<file path="config.mk">
export PLATFORM = sky130hd
export DESIGN_NAME = dma_int_presenter
export DESIGN_NICKNAME = d
export VERILOG_FILES = /design/src/rtl/dma_int_presenter_pkg.sv /design/src/rtl/dma_sat_counter.sv /design/src/rtl/dma_int_presenter.sv
export SDC_FILE = /design/constraint.sdc
export NUM_CORES = 1
export LEC_CHECK = 0
export CORE_UTILIZATION = 44
export DETAILED_ROUTE_END_ITERATION = 7
export GPL_TIMING_DRIVEN = 1
export PLACE_DENSITY = 0.91
export SLEW_MARGIN = 20
export SYNTH_ARGS = -nofsm -noshare
export SYNTH_HDL_FRONTEND = slang
export SYNTH_SLANG_ARGS = --single-unit
</file>
<file path="constraint.sdc">
create_clock -name clock -period 1.6 [get_ports clock]
set_input_delay 0.16 -clock clock [delete_from_list [all_inputs] [get_ports clock]]
set_output_delay 0.16 -clock clock [all_outputs]
set_load 0.05 [all_outputs]
</file>
<file path="src/rtl/dma_int_presenter_pkg.sv">
// Shared definitions for the DMA interrupt presenter: FSM encoding, status bit
// positions and helpers for slicing an interrupt FIFO entry {status, descNum}.
package dma_int_presenter_pkg;

   typedef enum logic [1:0] {
      StIdle    = 2'd0,
      StPop     = 2'd1,
      StLoad    = 2'd2,
      StPresent = 2'd3
   } pres_state_e;

   // Status field bit positions
   localparam int unsigned ST_DONE     = 0;
   localparam int unsigned ST_WR_ERR   = 1;
   localparam int unsigned ST_RD_ERR   = 2;
   localparam int unsigned ST_INV_DESC = 3;

   // Entry layout: descriptor number in the low bits, status above it
   localparam int unsigned DESC_LSB = 0;

   function automatic int unsigned desc_msb(input int unsigned desc_w);
      return desc_w - 1;
   endfunction

   function automatic int unsigned status_lsb(input int unsigned desc_w);
      return desc_w;
   endfunction

   function automatic int unsigned status_msb(input int unsigned desc_w,
                                              input int unsigned status_w);
      return desc_w + status_w - 1;
   endfunction

endpackage

</file>
<file path="src/rtl/dma_sat_counter.sv">
// Saturating up-counter: increments on inc_i, sticks at all-ones, cleared only by reset.
module dma_sat_counter #(
   parameter int unsigned Width = 8
) (
   input  logic             clock,
   input  logic             resetn,
   input  logic             inc_i,
   output logic [Width-1:0] count_o
);

   logic [Width-1:0] cnt_q, cnt_d;

   // Next count: hold once all-ones is reached so the value never wraps
   always_comb begin
      cnt_d = cnt_q;
      if (inc_i && (cnt_q != {Width{1'b1}})) begin
         cnt_d = cnt_q + Width'(1);
      end
   end

   // Count register
   always_ff @(posedge clock or negedge resetn) begin
      if (!resetn) begin
         cnt_q <= '0;
      end else begin
         cnt_q <= cnt_d;
      end
   end

   assign count_o = cnt_q;

endmodule

</file>
<file path="src/rtl/dma_int_presenter.sv">
// Pops DMA interrupt events one at a time and holds each as the presented
// interrupt until software clears it. ECC-corrupt and fully masked entries are
// dropped without involving software.
module dma_int_presenter
   import dma_int_presenter_pkg::*;
#(
   parameter int unsigned NUM_DESC_WIDTH = 5,
   parameter int unsigned STATUS_WIDTH   = 4,
   parameter int unsigned DROP_CNT_WIDTH = 8
) (
   input  logic                                   clock,
   input  logic                                   resetn,
   input  logic                                   fifoEmpty,
   input  logic [NUM_DESC_WIDTH+STATUS_WIDTH-1:0] rdData,
   input  logic                                   fifoDbErr,
   output logic                                   rdEn,
   input  logic [STATUS_WIDTH-1:0]                intMask,
   input  logic                                   intClr,
   input  logic                                   eccErrClr,
   output logic                                   intValid,
   output logic [STATUS_WIDTH-1:0]                intStatus,
   output logic [NUM_DESC_WIDTH-1:0]              intDescNum,
   output logic                                   interrupt,
   output logic                                   eccDbErr,
   output logic [DROP_CNT_WIDTH-1:0]              dropCnt
);

   localparam int unsigned DescMsb   = desc_msb(NUM_DESC_WIDTH);
   localparam int unsigned StatusLsb = status_lsb(NUM_DESC_WIDTH);
   localparam int unsigned StatusMsb = status_msb(NUM_DESC_WIDTH, STATUS_WIDTH);

   pres_state_e                state_q, state_d;
   logic                       int_valid_q, int_valid_d;
   logic [STATUS_WIDTH-1:0]    int_status_q, int_status_d;
   logic [NUM_DESC_WIDTH-1:0]  int_desc_q, int_desc_d;
   logic                       irq_q, irq_d;
   logic                       ecc_q, ecc_d;
   logic                       ecc_set;
   logic                       drop_inc;
   logic                       rd_en;

   logic [STATUS_WIDTH-1:0]    entry_status;
   logic [NUM_DESC_WIDTH-1:0]  entry_desc;

   assign entry_status = rdData[StatusMsb:StatusLsb];
   assign entry_desc   = rdData[DescMsb:DESC_LSB];

   // FSM next state, entry capture/clear and drop decisions
   always_comb begin
      state_d      = state_q;
      int_valid_d  = int_valid_q;
      int_status_d = int_status_q;
      int_desc_d   = int_desc_q;
      irq_d        = irq_q;
      ecc_set      = 1'b0;
      drop_inc     = 1'b0;
      rd_en        = 1'b0;
      case (state_q)
         StIdle: begin
            if (!fifoEmpty) begin
               state_d = StPop;
            end
         end
         StPop: begin
            rd_en   = 1'b1;
            state_d = StLoad;
         end
         StLoad: begin
            state_d = StIdle;
            if (fifoDbErr) begin
               ecc_set  = 1'b1;
               drop_inc = 1'b1;
            end else if ((entry_status & intMask) == '0) begin
               // Nothing enabled would raise the IRQ, so software never sees it
               drop_inc = 1'b1;
            end else begin
               int_valid_d  = 1'b1;
               int_status_d = entry_status;
               int_desc_d   = entry_desc;
               irq_d        = 1'b1;
               state_d      = StPresent;
            end
         end
         StPresent: begin
            if (intClr) begin
               int_valid_d  = 1'b0;
               int_status_d = '0;
               int_desc_d   = '0;
               irq_d        = 1'b0;
               state_d      = fifoEmpty ? StIdle : StPop;
            end else begin
               irq_d = |(int_status_q & intMask);
            end
         end
         default: state_d = StIdle;
      endcase
   end

   // Sticky ECC flag; a new error wins over a simultaneous clear
   always_comb begin
      ecc_d = ecc_set | (ecc_q & ~eccErrClr);
   end

   // State and presented-entry registers
   always_ff @(posedge clock or negedge resetn) begin
      if (!resetn) begin
         state_q      <= StIdle;
         int_valid_q  <= 1'b0;
         int_status_q <= '0;
         int_desc_q   <= '0;
         irq_q        <= 1'b0;
         ecc_q        <= 1'b0;
      end else begin
         state_q      <= state_d;
         int_valid_q  <= int_valid_d;
         int_status_q <= int_status_d;
         int_desc_q   <= int_desc_d;
         irq_q        <= irq_d;
         ecc_q        <= ecc_d;
      end
   end

   dma_sat_counter #(
      .Width (DROP_CNT_WIDTH)
   ) u_drop_cnt (
      .clock   (clock),
      .resetn  (resetn),
      .inc_i   (drop_inc),
      .count_o (dropCnt)
   );

   assign rdEn       = rd_en;
   assign intValid   = int_valid_q;
   assign intStatus  = int_status_q;
   assign intDescNum = int_desc_q;
   assign interrupt  = irq_q;
   assign eccDbErr   = ecc_q;

endmodule

</file>
# After elaboration in Yosys (flattened, before gate mapping)
# Index checks and enable logic that the tools add are counted.
totals:
  inputBits: 19
  out_inout_bits: 21
  regBits: 22
  mem_bits_ro: 0
  latch_bits: 0
  mem_bits_rw: 0
  mem_count: 0
  word_cells: 55
op_classes:
  shifts: 0
  add_sub_neg: 1
  reduce_logical: 8
  mul: 0
  eq_ne: 8
  n_bitwise: 5
  mux: 26
  div: 0
  n_lt_le_gt_ge: 0
ops:
  columns: ["operator", "n"]
  rows:
  - ["2-to-1 mux 5 bit", 3]
  - ["2-to-1 mux 4 bit", 3]
  - ["2-to-1 mux 1 bit", 11]
  - ["case mux 5 bit (2 select lines)", 1]
  - ["adder 8 x 1 -> 8 bit (second input constant)", 1]
  - ["bitwise AND 4 bit", 2]
  - ["2-to-1 mux 2 bit", 4]
  - ["inequality test 2 bit (second input constant)", 4]
  - ["inequality test 8 bit (second input constant)", 1]
  - ["case mux 2 bit (4 select lines)", 1]
  - ["case mux 4 bit (2 select lines)", 1]
  - ["equality test 2 bit (second input constant)", 2]
  - ["zero test 4 bit", 1]
  - ["case mux 1 bit (2 select lines)", 2]
  - ["AND reduction 4 bit", 1]
  - ["OR reduction 4 bit", 1]
  - ["AND reduction 3 bit", 1]
  - ["equality test 2 x 1 -> 1 bit (second input constant)", 1]
  - ["zero test 2 bit", 1]
  - ["AND reduction 2 bit", 1]
  - ["nonzero test 2 bit", 1]
  - ["bitwise AND 1 bit", 1]
  - ["logical AND 1 bit", 1]
  - ["NOT 1 bit", 1]
  - ["bitwise OR 1 bit", 1]

# Longest topological paths before layout
# Gate-level depths: netlist (run 1).
logic_depth:
  word_depth: 6
  mapped_depth: 6
  ltp_nobuf: 5

# Hierarchy
# From an unflattened synthesis (run 1), not the netlist that was laid out.
hier_totals:
  hier_cells: 98
  area_unflattened_um2: 1091.0
by_module_without_submodules:
  columns: ["module", "cells_each", "area_per_inst_um2", "seq_area_each_um2", "instances"]
  rows:
  - ["dma_int_presenter", 64, 683.2, 350.3, 1]
  - ["dma_sat_counter", 34, 407.9, 200.2, 1]

# Worst setup path after synthesis (run 1)
# OpenSTA, ideal clock, no wires.
synth_path:
  path_kind: "register to register"
  from: "register u_drop_cnt.cnt_q[0] (netlist: u_drop_cnt.count_o[0])"
  to: "register u_drop_cnt.cnt_q[1] (netlist: u_drop_cnt.count_o[1])"
  setup_ns: 0.125
  required_ns: 1.475
  arrival_time_ns: 1.707
  synth_period_minus_slack_ns: 1.832
  n_path_buf: 0
  slack_ns: -0.232
  path_stages_with_launch: 6
  path_cell_list: "dfrtp_1 > ha_1 > nand4_2 > o21ai_4 > nor2_4 > mux2_4"
synth_via:
  elab_chain_cells: 2
  elab_cells_between_ends: 3
  cone_classes: "1 x add/sub; 1 x eq/ne; 1 x reduce/logical"
synth_rtl:
  columns: ["element", "line", "rtl"]
  rows:
  - ["start, declared", "dma_sat_counter.sv:11", "logic [Width-1:0] cnt_q, cnt_d;"]
  - ["start signal, assigned", "dma_sat_counter.sv:26", "cnt_q <= cnt_d;"]
  - ["parallel branches: the longest is 2 deep, another holds adder 8 x 1 -> 8 bit", null, null]
# Several ways; the timed one is not identified.
# A chain may end at the register's enable or synchronous reset.

# Final worst setup path (run 1)
# Same ends and word-level chain as after synthesis.

==> metrics.csv, run 1 <==
metric,value,unit
DP Area,1520,um2
Worst Hold Class,primary input to asynchronous set/reset pin,
synth top area cells,"dfrtp_1 (50%), nand2_1 (7.4%), xor2_1 (5.5%)",
Area Growth Syn to Fin,40.6,%
leakage power,0.689,nW
Die X,52.2,um
detailed placer's ending HPWL,1890,um
P per Cell Area,2070,nW/um2
Chip Height,52.2,um
Vias,915,
H-tree depth,1,
ratio of cells with drive above 1 in the final layout,32.6,%
fin nets,165,
area of the multi-input gates,523,um2
Tcrit/Tclk final,91.8,%
slew margin rel.,74.0,%
Mapped Avg Cell Area,11.1,um2
TritonCTS clock tree,built,
overall die area,2730,um2
Hold Fails Final Rpt,0,
leading area contributor after synthesis,dfrtp_1,
antenna violations before repair,0,
core footprint,2300,um2
"Req. time, crit path",1.80,ns
Final Cell Area,1560,um2
status,"finished, final reports clean",
CTS resizes,0,
"most common cell after layout, fill and taps aside",buf_4,
Final Max Tran Viols,0,
Clock Skew,0.00857,ns
Overflow after GRT,0,
clock sink count,22,
Synth Register Bits,22,
VDD IR max,1440,uV
Routed Antenna Nets,0,
CP cell instances,ha_4 -> nand4_2 -> o21ai_4 -> nor2_4 -> mux2_4,
WL final,2440,um
clk_lat worst skew,0.30,ns
Yosys cell types,29,
DR pass1 iterations,4,
crit end category,flop,
pin count of the biggest net entering global routing,23,
Total Neg Setup Slack,0,ns
vias in the first global route,909,
Avg Vias per Cell,5.32,
Post-synth EDFFs,0,
Worst Setup Path Type,flop to flop,
GRT busiest layer,met2,
io pins,40,
CTS Buffer Depth,2,
DRT iter0 DRCs,22,
RSZ-0062 raised after global routing,no,
GR Util met3,2.03,%
fillcell total,169,
"Primary FF master, synth",dfrtp_1,
worst stage delay on the critical path,0.45,ns
Worst-path clk slew,0.12,ns
cts hold-fix bufs,0,
most frequent cells in the layout,"buf_4 (24), nand2_1 (22), clkdlybuf4s50_1 (18)",
M2 GR Usage,38.0,%
CP max-delay cell,dfrtp_2,
Antenna Cells,0,
Max Freq,681,MHz
syn_nets,120,
Max Cap Viol,0,
mapped cell area,1110,um2
register area share after synthesis,49.6,%
Util after Layout,67.9,%
row count,17,
startpoint types,flop,
Worst Max-Slew Pin Slew,0.391,ns
Cells after Synth,100,
initial core utilization,48.3,%
Async SR Flop Fraction,100,%
Sequential cell area,558,um2
DRC,0,
routed len/inst,14.2,um
Global Route Usage Sum,20.3,%
crit-path max FO,7,
met1 Use GR,23.4,%
crit path time final,1.47,ns
routability cong.,0.841,
first-pass GRT wire length,4030,um
final setup vio count,0,
Synth Warn #,0,
CP arrival,1.67,ns
Yosys top cell area share,49.6,%
root buffer cell,clkbuf_4,
postcts setup bufs,0,
IO Port Bufs,39,
total CTS buffers,3,
==> metrics by stage <==
stage	total power [mW]	hold WS, ns	cells	setup WS, ns
3_5_place_dp	2.95	0.467	168	-0.131
3_3_place_gp	2.88	0.465	168	-0.0594
2_1_floorplan	2.34	-0.136	100	0.00305
5_1_grt	3.42	0.207	172	0.0335
6_report	3.23	0.194	172	0.131
4_1_cts	3.25	0.215	172	0.116
==> cells in the mapped netlist, drive strengths merged, types with 2 or more instances <==
| cell type | n |
|---|---|
| dfrtp | 22 |
| nand2 | 22 |
| o21ai | 11 |
| xor2 | 7 |
| nand3 | 5 |
| a22oi | 4 |
| buf | 4 |
| nor3 | 4 |
| a21oi | 3 |
| a21o | 2 |
| inv | 2 |
==> flip-flops by register name, indices dropped and copies added (netlist names) <==
signal,count
u_drop_cnt.count_o,8
intDescNum,5
intStatus,4
state_q,2
eccDbErr,1
intValid,1
interrupt,1
==> where the power goes <==
| group | internal, mW | total, mW | switching [mW] | leakage, nW |
|---|---|---|---|---|
| logic | 0.660 | 1.86 | 1.20 | 0.405 |
| clock network | 0.139 | 0.297 | 0.159 | 0.0210 |
| registers | 0.803 | 1.07 | 0.267 | 0.263 |
==> layout make-up <==
cell class              count  area share, %
flip-flops and latches     22           35.8
multi-input cells          72           33.5
repair buffers             44           25.7
clock buffers               4           2.33
well taps                  28           2.25
inverters                   2          0.481
==> path summary, 6_finish.rpt <==
path,from,slack [ns],depth (start not counted),end
min reg2reg,intValid,0.50,1,intValid
max reg2reg,u_drop_cnt.count_o[0],0.13,5,u_drop_cnt.count_o[1]
max in group asynchronous,resetn,1.16,2,u_drop_cnt.count_o[6]
min in group clock,rdData[3],0.41,3,intDescNum[3]
min,resetn,0.19,2,intDescNum[2]
max,u_drop_cnt.count_o[0],0.13,5,u_drop_cnt.count_o[1]
==> layer usage <==
| layer | vias to the layer above | share of wire [%] |
|---|---|---|
| met5 | - | 0 |
| met4 | 0 | 2.0 |
| met3 | 4 | 7.5 |
| met2 | 40 | 49 |
| met1 | 436 | 42 |
| li1 | 435 | - |
==> logic make-up after synthesis <==
family,synth area share [%]
flip-flops,49.6
AO/OA/AOI/OAI,18.8
buffers and inverters,4.40
adder cells (fa/ha/maj),1.13
AND/OR/NAND/NOR,19.2
multiplexers,1.35
XOR/XNOR,5.52
==> worst max-delay path, delay by kind of cell, from the launching register on <==
family / cells / cell delay [ns]
AOI/OAI and AO/OA: 1 / 0.29
and+or+nand+nor: 2 / 0.18
adders and majority gates: 1 / 0.16
DFF: 1 / 0.45
muxes: 1 / 0.30
Note: power is estimated with default switching activity, not from simulation.
==> run 2: changes to the inputs <==
- CAP_MARGIN: not set -> 20
- SKIP_CTS_REPAIR_TIMING: not set -> 1
==> results of run 2 <==
Same layout as run 1: the final DEF is identical, and so are final timing and power.
